--- src/rtl/update_knn3_pkg.sv ---
`default_nettype none
// ============================================================================
// Module      : update_knn3_pkg
// Description : Shared widths and FSM encoding for the sequential divider.
// Revision    : 1.0 - initial release
// ============================================================================
package update_knn3_pkg;

  localparam int QUOT_W = 17;
  localparam int DIVR_W = 15;
  localparam int DVND_W = 32;

  typedef enum logic [1:0] {
    IDLE = 2'd0,
    BUSY = 2'd1,
    DONE = 2'd2
  } div_state_t;

endpackage
`default_nettype wire

--- src/rtl/update_knn3_div_step.sv ---
`default_nettype none
// ============================================================================
// Module      : update_knn3_div_step
// Description : One combinational restoring-division step.
// Revision    : 1.0 - initial release
// ============================================================================
module update_knn3_div_step
  import update_knn3_pkg::*;
#(
  parameter int W = DIVR_W
) (
  input  logic [W-1:0] prem,
  input  logic         din_bit,
  input  logic [W-1:0] divr,
  output logic [W:0]   prem_nxt,
  output logic         qbit
);

  logic [W:0] w_shift;
  logic [W:0] w_diff;

  // Partial remainder is always below the divisor, so the shifted value fits W+1 bits
  assign w_shift  = {prem, din_bit};
  assign w_diff   = w_shift - {1'b0, divr};
  assign qbit     = (w_shift >= {1'b0, divr});
  assign prem_nxt = qbit ? w_diff : w_shift;

endmodule
`default_nettype wire

--- src/rtl/update_knn3_div_seq.sv ---
`default_nettype none
// ============================================================================
// Module      : update_knn3_div_seq
// Description : Sequential restoring divider, one quotient bit per ce edge,
//               with divide-by-zero and quotient-overflow early exit.
// Revision    : 1.0 - initial release
// ============================================================================
module update_knn3_div_seq
  import update_knn3_pkg::*;
#(
  parameter logic [31:0] ID         = 32'd1,
  parameter int          din0_WIDTH = DVND_W,
  parameter int          din1_WIDTH = DIVR_W,
  parameter int          dout_WIDTH = QUOT_W
) (
  input  logic                  clk,
  input  logic                  reset,
  input  logic                  ce,
  input  logic                  start,
  input  logic [din0_WIDTH-1:0] din0,
  input  logic [din1_WIDTH-1:0] din1,
  output logic                  ready,
  output logic                  done,
  output logic [dout_WIDTH-1:0] dout,
  output logic [din1_WIDTH-1:0] rem,
  output logic                  ovf,
  output logic                  dz
);

  localparam int                CNT_W  = $clog2(dout_WIDTH + 1);
  localparam logic [CNT_W-1:0]  c_LAST = CNT_W'(dout_WIDTH);

  div_state_t              r_state;
  div_state_t              w_state_nxt;
  logic [din1_WIDTH-1:0]   r_divr;
  logic [din1_WIDTH:0]     r_prem;
  logic [dout_WIDTH-1:0]   r_quo;
  logic [CNT_W-1:0]        r_cnt;
  logic [dout_WIDTH-1:0]   r_dout;
  logic [din1_WIDTH-1:0]   r_rem;
  logic                    r_ovf;
  logic                    r_dz;
  logic                    w_first;
  logic                    w_dz;
  logic                    w_ovf;
  logic                    w_flag;
  logic [din1_WIDTH:0]     w_prem_nxt;
  logic                    w_qbit;
  logic                    w_id_unused;

  assign w_id_unused = ^ID;

  // Flags are only meaningful on the first BUSY edge, before any step has run
  assign w_first = (r_cnt == '0);
  assign w_dz    = (r_divr == '0);
  assign w_ovf   = (r_prem >= {1'b0, r_divr});
  assign w_flag  = w_first && (w_dz || w_ovf);

  update_knn3_div_step #(
    .W (din1_WIDTH)
  ) u_step (
    .prem     (r_prem[din1_WIDTH-1:0]),
    .din_bit  (r_quo[dout_WIDTH-1]),
    .divr     (r_divr),
    .prem_nxt (w_prem_nxt),
    .qbit     (w_qbit)
  );

  always_ff @(posedge clk or negedge reset) begin
    if (!reset) begin
      r_state <= IDLE;
    end else if (ce) begin
      r_state <= w_state_nxt;
    end
  end

  always_comb begin
    w_state_nxt = r_state;
    ready       = 1'b0;
    done        = 1'b0;
    case (r_state)
      IDLE: begin
        ready = 1'b1;
        if (start) w_state_nxt = BUSY;
      end
      BUSY: begin
        if (w_flag || (r_cnt == c_LAST)) w_state_nxt = DONE;
      end
      DONE: begin
        done        = 1'b1;
        w_state_nxt = IDLE;
      end
      default: w_state_nxt = IDLE;
    endcase
  end

  // Dividend low bits sit in r_quo and are shifted out MSB first as quotient bits enter
  always_ff @(posedge clk or negedge reset) begin
    if (!reset) begin
      r_divr <= '0;
      r_prem <= '0;
      r_quo  <= '0;
      r_cnt  <= '0;
      r_dout <= '0;
      r_rem  <= '0;
      r_ovf  <= 1'b0;
      r_dz   <= 1'b0;
    end else if (ce) begin
      case (r_state)
        IDLE: begin
          if (start) begin
            r_divr <= din1;
            r_prem <= {1'b0, din0[din0_WIDTH-1 -: din1_WIDTH]};
            r_quo  <= din0[dout_WIDTH-1:0];
            r_cnt  <= '0;
            r_ovf  <= 1'b0;
            r_dz   <= 1'b0;
          end
        end
        BUSY: begin
          if (w_first && w_dz) begin
            r_dz   <= 1'b1;
            r_dout <= '1;
            r_rem  <= r_quo[din1_WIDTH-1:0];
          end else if (w_first && w_ovf) begin
            r_ovf  <= 1'b1;
            r_dout <= '1;
            r_rem  <= '0;
          end else if (r_cnt == c_LAST) begin
            r_dout <= r_quo;
            r_rem  <= r_prem[din1_WIDTH-1:0];
          end else begin
            r_prem <= w_prem_nxt;
            r_quo  <= {r_quo[dout_WIDTH-2:0], w_qbit};
            r_cnt  <= r_cnt + 1'b1;
          end
        end
        default: ;
      endcase
    end
  end

  assign dout = r_dout;
  assign rem  = r_rem;
  assign ovf  = r_ovf;
  assign dz   = r_dz;

endmodule
`default_nettype wire

--- config.mk ---
export PLATFORM = sky130hd
export DESIGN_NAME = update_knn3_div_seq
export DESIGN_NICKNAME = d
export VERILOG_FILES = /design/src/rtl/update_knn3_pkg.sv /design/src/rtl/update_knn3_div_step.sv /design/src/rtl/update_knn3_div_seq.sv
export SDC_FILE = /design/constraint.sdc
export NUM_CORES = 1
export LEC_CHECK = 0
export BUFFER_PORTS_ARGS = -buffer_cell sky130_fd_sc_hd__buf_2
export CAP_MARGIN = 40
export CORE_ASPECT_RATIO = 0.6
export CORE_MARGIN = 1.5
export CORE_UTILIZATION = 48
export CTS_CLUSTER_SIZE = 40
export DETAILED_ROUTE_END_ITERATION = 10
export GPL_TIMING_DRIVEN = 0
export HOLD_SLACK_MARGIN = 0.02
export MAX_ROUTING_LAYER = met4
export PLACE_DENSITY = 0.7
export SETUP_SLACK_MARGIN = 0.1
export SLEW_MARGIN = 20
export SYNTH_ARGS = -nofsm -noshare
export SYNTH_HDL_FRONTEND = slang
export SYNTH_HIERARCHICAL = 1
export SYNTH_SLANG_ARGS = --single-unit
--- constraint.sdc ---
create_clock -name clk -period 2.5 [get_ports clk]
set_input_delay 0.25 -clock clk [delete_from_list [all_inputs] [get_ports clk]]
set_output_delay 0.25 -clock clk [all_outputs]
set_load 0.1 [all_outputs]
==> results.md, run 1 <==
* Status: finished, final reports clean
* Cells after Synth at about 550
* Fillcell total at between 800 and 900
* Synthesis Warnings at 6
* Nets at 796
* Post-synth cell types at 65
* Starting DRC count in detailed routing at 476
* Clock Skews at 0.009058 ns
* GRT met2 Usage at a little over two fifths
* Ports at 87
* CTS tree: done
* Initial core utilization at between 40% and 50%
* Area Growth Syn to Fin at 36.83%
* CP dominant cell by count: o21ai_1
* Clock Path Buffers at 2
* Global-route wire length before repair at 26,650 um
* H-Tree Depth at 3
* Worst-path clk slew at 0.07 ns
* Min Tclk post-route at 2.466 ns
* Met1 Usage GRT at roughly 43%
* Slowest-stage cell, CP: dfrtp_1
* Final hold vios at 0
* RSZ-0062 raised after global routing: yes
* Synth Cell Area at ~0.0055 mm2
* Clock Sinks at 89
* Gr usage total at 29.86%
* Drc violations at 0
* Die Wd at 141.2 um
* Share of cells above drive strength 1 at roughly two fifths
* DR vias at 5,296
* GR Util met3 at under 10%
* Synthesized flop and latch total at 89
* Critical path launch point type: register
* Routed Antenna Nets at 0
* Post-route clock period utilization at 98.65%
* Synth async-reset ratio at 100.0%
* Total CTS buffers at 9
* Core Util, Final at 67.10%
* Largest net degree at the start of global routing at 58
* Critical path's top delay family: compound AO/OA/AOI/OAI gates
* Max_cap viols at 0
* RD Place Congestion at 0.9489
* Worst path cell trace: inv_1 -> ha_4 -> nor2b_1 -> o31a_1 -> o31ai_4 -> o21ba_2 -> o21ai_1 -> mux2_4 -> nand3_2 -> o21ai_1
* Max-slew violation count at 0
* Clock latency on the worst-skew pair at 0.35 ns
* Cell Rows at 30
* Most frequent cells in the layout: buf_2, dfrtp_1, nand2_1, buf_4, inv_1
* Post-synthesis sequential area ratio at slightly above 40%
* GR peak layer: met1
* DRT Wirelength at 18,050 um
* Antenna cells at 0
* Avg Vias per Cell at about 6.2
* GRT overflow at 0
* Hold Crit Class: primary input to register
* Critical path capture point type: register
* Commonest non-fill, non-tap cell in the layout: buf_2
* CP Data Required Time at between 2 and 3 ns
* First-pass DRT Iterations at 5
* Critical path's largest stage delay at around 0.42 ns
* EDFF count, synth at 0
* Max-slew headroom at 55.96%
* Root buf cell: clkbuf_16
* Initial antenna violation count at 0
* Die H at 85.95 um
* Core area at 0.01122 mm2
* # port buffers at 86
* Worst Path Max Fanout at 7
* WS Path Type: register to register
* DR WL/cell at 20.99 um
* WP data arrival at ~2.7 ns
* Die area at between 0.01 and 0.015 mm2
* Setup violators final at 0
* DP HPWL at ~12,000 um
* Slew of the pin with the lowest slew margin at 0.6578 ns
* FMAX at 405.5 MHz
* Main synth FF type: dfrtp_1
* Crit path buf inv count at 1
* Syn_nets at around 640
* Vias in the first global route at 4,876
* Syn avg cell area at 9.935 um2
==> stage by stage <==
stage	hold slack (ns)	setup TNS [ns]	area [um2]	worst slack [ns]	std cells
2_1_floorplan	-0.04559	0	5514	0.1049	554
3_3_place_gp	0.4526	-7.463	6125	-0.2425	784
3_5_place_dp	0.2334	-9.304	6165	-0.2899	786
4_1_cts	0.1017	0	6909	0.01512	829
5_1_grt	0.1259	-0.04436	7531	-0.02507	860
6_report	0.1008	0	7531	0.03376	860
==> what timing repair did <==
action,CTS,global route
pin swaps,26,37
setup endpoints to repair,57,72
hold buffers,1,0
resized for setup,63,83
hold endpoints to repair,32,0
setup buffers,25,29
gates cloned,1,3
==> cells by family (layout without fill, tap and decap cells) <==
kind of cell             after synthesis  in the layout  synth area share [%]
AO/OA/AOI/OAI                        187            187                 27.55
multiplexers                           5              5                0.9775
adder cells (fa/ha/maj)               34             34                 7.866
XOR/XNOR                               8              8                 1.273
flip-flops                            89             89                 40.46
AND/OR/NAND/NOR                      161            161                 15.57
buffers and inverters                 70            232                 6.297
==> routing by layer <==
| layer | share of wire (%) | wire [um] |
|---|---|---|
| met5 | 0 | 0 |
| met4 | 1.8 | 318 |
| met3 | 8.4 | 1525 |
| met2 | 43 | 7816 |
| met1 | 46 | 8391 |
==> worst paths after layout <==
path	startpoint	end	slack [ns]	cells past startpoint
hold reg to reg	dout[12]$_DFFE_PN0P_	dout[12]$_DFFE_PN0P_	0.50	1
min in group asynchronous	reset	dout[4]$_DFFE_PN0P_	0.39	2
setup / recovery	r_divr[1]$_DFFE_PN0P_	r_prem[15]$_DFFE_PN0P_	0.03	10
max in group asynchronous	reset	r_prem[10]$_DFFE_PN0P_	1.43	3
setup reg to reg	r_divr[1]$_DFFE_PN0P_	r_prem[15]$_DFFE_PN0P_	0.03	10
hold / removal	din1[5]	r_divr[5]$_DFFE_PN0P_	0.10	3
==> layout make-up <==
cell class,count,area [um2],area share (%)
timing repair buffer,147,1030,13.67
sequential,89,2245,29.81
buffer,26,220.2,2.924
multi-input combinational,395,3407,45.24
clock inverter,7,62.56,0.8307
tap,144,180.2,2.392
clock buffer,9,225.2,2.991
inverter,43,161.4,2.143
==> worst register-to-register path, stage by stage (launching register included) <==
cell,delay [ns]
dfrtp_1,0.42
inv_1,0.12
ha_4,0.21
nor2b_1,0.15
o31a_1,0.29
o31ai_4,0.41
o21ba_2,0.23
o21ai_1,0.09
mux2_4,0.33
nand3_2,0.06
o21ai_1,0.06
==> cells in the mapped netlist (all sizes together), types with 3 or more instances <==
master  instances  area, um2
a211o           3      27.53
a21o            5      37.54
a21oi          18      93.84
a31oi           4      25.02
and2            3      21.27
and3            5      31.28
buf            17      147.7
clkbuf         10      37.54
dfrtp          89       2227
ha             33      412.9
inv            43      161.4
mux2            3      33.78
nand2          64      250.2
nand2b         33      206.5
nand3           7      35.03
nand4           6      58.80
nor2           21      86.33
nor2b           5      31.28
nor3            5      25.02
nor4            3      18.77
o211a          17      170.2
o21a            7      60.05
o21ai          45      229.0
o21bai          4      30.03
o221a          33      371.6
o22a           17      148.9
o22ai          16      100.1
o31ai           7      98.84
xnor2           6      52.55
==> registers in the layout, summed over array words and instances (netlist names) <==
name     flops
r_quo       17
rem         15
ovf          1
r_divr      15
r_prem      16
dout        17
r_cnt        5
r_state      2
dz           1
Power of run 1 is not shown: default switching activity piles up to over one toggle a cycle in this logic, so the estimate is an artifact.
==> run 2, diff against run 1 <==
--- a/config.mk
+++ b/config.mk
@@ -15,7 +15,7 @@
 export GPL_TIMING_DRIVEN = 0
 export HOLD_SLACK_MARGIN = 0.02
 export MAX_ROUTING_LAYER = met4
-export PLACE_DENSITY = 0.7
+export PLACE_DENSITY = 0.72
 export SETUP_SLACK_MARGIN = 0.1
 export SLEW_MARGIN = 20
 export SYNTH_ARGS = -nofsm -noshare
==> constraint.sdc (replaced) <==
create_clock -name clk -period 2.5 [get_ports clk]
set_input_delay 0.5 -clock clk [delete_from_list [all_inputs] [get_ports clk]]
set_output_delay 0.5 -clock clk [all_outputs]
set_load 0.1 [all_outputs]
==> run 2 against run 1 <==
The flow now finishes with violations (setup timing); fmax down 2.6%; sequential share of layout area increased by 0.16 points; wire length rose by 2.6%; first-iteration DRC count fell by 1.9%; worst setup slack got worse by 0.066 ns; count of clock-buffer cells in the layout unchanged; cell area fell by 0.47%; flip-flop and latch count unchanged.
==> results.md, run 2 (synthesis results as in run 1) <==
* CP Data Required Time at 2.73 ns (about the same)
* Share of cells above drive strength 1 at 41.24% (+0.46 points)
* Root buf cell: clkbuf_16
* GR Util met3 at 5.193% (-1.5 points)
* Max-slew violation count at 0 (unchanged)
* Antenna cells at 0 (unchanged)
* Initial core utilization at 49.04% (unchanged)
* Worst-path clk slew at 0.07 ns (about the same)
* GRT overflow at 0 (unchanged)
* FMAX at 394.9 MHz (-2.6%)
* Avg Vias per Cell at 6.238 (+1.3%)
* Clock latency on the worst-skew pair at 0.35 ns (about the same)
* Final non-filler cell total at 852 (-0.93%)
* Vias in the first global route at 4,911 (+0.72%)
* Post-route clock period utilization at 101.3% (+2.6 points)
* Largest net degree at the start of global routing at 54 (-6.9%)
* RD Place Congestion at 0.9308 (-1.9%)
* Initial antenna violation count at 0 (unchanged)
* Max_cap viols at 0 (unchanged)
* Fillcell total at 830 (+0.73%)
* DR vias at 5,315 (+0.36%)
* Starting DRC count in detailed routing at 467 (-1.9%)
* Met1 Usage GRT at 44.26% (+0.99 points)
* DP HPWL at 12,300 um (+1.8%)
* Min Tclk post-route at 2.532 ns (+0.06594 ns)
* Critical path's largest stage delay at 0.44 ns (+0.02 ns)
* WP data arrival at 2.77 ns (+0.07 ns)
* Clock Sinks at 89 (unchanged)
* Status: finished with violations
* RSZ-0062 raised after global routing: yes
* Post-route cell area at 0.007496 mm2 (-0.47%)
* Die Wd at 141.2 um (unchanged)
* Inst Count DP at 786 (unchanged)
* Ports at 87 (unchanged)
* Reg-to-reg startpoint: r_prem[11]$_DFFE_PN0P_
* Global-route wire length before repair at 26,990 um (+1.2%)
* Worst path cell trace: ha_2 -> a21o_1 -> nor4_4 -> o21ai_2 -> o31ai_4 -> buf_4 -> inv_4 -> mux2_4 -> o221a_1
* GR peak layer: met1
* Slowest-stage cell, CP: dfrtp_2
* Core area at 0.01122 mm2 (unchanged)
* Critical path's top delay family: compound AO/OA/AOI/OAI gates
* First-pass DRT Iterations at 6 (+1)
* DRT Wirelength at 18,530 um (+2.6%)
* Worst Setup SP: r_prem[11]$_DFFE_PN0P_
* GRT met2 Usage at 43.27% (+1.5 points)
* WS Path Type: register to register
* # port buffers at 86 (unchanged)
* Post-place setup slack at -0.2745 ns (+0.01532 ns)
* Die area at 0.01214 mm2 (unchanged)
* Critical path launch point type: register
* Clock Path Buffers at 2 (unchanged)
* Most frequent cells in the layout: buf_2, dfrtp_1, nand2_1, buf_4, inv_1
* Max-slew headroom at 53.24% (-2.7 points)
* Total CTS buffers at 9 (unchanged)
* Post-DP Area at 0.006165 mm2 (unchanged)
* Clock Skews at 0.006941 ns (-0.002117 ns)
* Setup violators final at 1 (+1)
* Critical path capture point type: register
* Cell Rows at 30 (unchanged)
* Final worst slack at -0.03218 ns (-0.06594 ns)
* Crit path buf inv count at 2 (+1)
* Hold Crit Class: primary input to asynchronous set/reset pin
* Failing checks: setup timing
* H-Tree Depth at 3 (unchanged)
* Area Growth Syn to Fin at 36.19%
* Nets at 788 (-1.0%)
* Routed Antenna Nets at 0 (unchanged)
* CTS tree: done
* Gr usage total at 30.22% (+0.36 points)
* Die H at 85.95 um (unchanged)
* Final hold vios at 0 (unchanged)
* Commonest non-fill, non-tap cell in the layout: buf_2
* # hold bufs at CTS at 0 (-1)
* Slew of the pin with the lowest slew margin at 0.6983 ns (+0.04050 ns)
* DR WL/cell at 21.75 um (+3.6%)
* Drc violations at 0 (unchanged)
* Worst Path Max Fanout at 5 (-2)
* Hold Slack at 0.1209 ns (+0.02005 ns)
run 2: cell types whose count changed in the layout (fill, tap and decap cells not counted), sizes merged:
cell / before / now
clkinv: 1 / 3
dlygate4sd3: 1 / 0
buf: 159 / 152
inv: 46 / 47
clkinvlp: 3 / 0
run 2: metal layers:
layer	up-vias	wire length, um	part of all wire (%)
met4	0	484	2.6
li1	2340	-	-
met2	313	7949	43
met5	-	0	0
met1	2614	8315	45
met3	48	1778	9.6
run 2: final cells by class:
class                      instances  area [um2]  area share [%]
multi-input combinational        395        3436           45.84
sequential                        89        2246           29.96
tap                              144       180.2           2.404
clock buffer                       9       225.2           3.005
buffer                            26       219.0           2.921
inverter                          43       166.4           2.220
timing repair buffer             139       954.7           12.74
clock inverter                     7       68.82          0.9180
run 2: stage by stage:
| step | utilization (%) | TNS [ns] |
|---|---|---|
| floorplan | - | 0 |
| global placement | 54.57 | -6.876 |
| global route | 66.79 | -0.08186 |
| CTS | 62.61 | -0.0008233 |
| finish | 66.79 | -0.03218 |
| detailed placement | 54.93 | -8.833 |
run 2: final timing paths:
path	cells past startpoint	end	slack [ns]
worst max-delay path	9	r_prem[10]$_DFFE_PN0P_	-0.03
worst min register to register	1	dout[6]$_DFFE_PN0P_	0.51
min in group clk	3	r_divr[4]$_DFFE_PN0P_	0.36
worst max register to register	9	r_prem[10]$_DFFE_PN0P_	-0.03
max in group asynchronous	2	r_prem[14]$_DFFE_PN0P_	1.72
worst min-delay path	1	r_prem[2]$_DFFE_PN0P_	0.12
run 2: what timing repair did:
action	in CTS	in global routing
setup buffers	25	20
hold endpoints to repair	0	0
cloned	2	4
resized for setup	80	71
setup endpoints to repair	64	73
pin swaps	26	30
Power of run 2 is left out for the same reason.
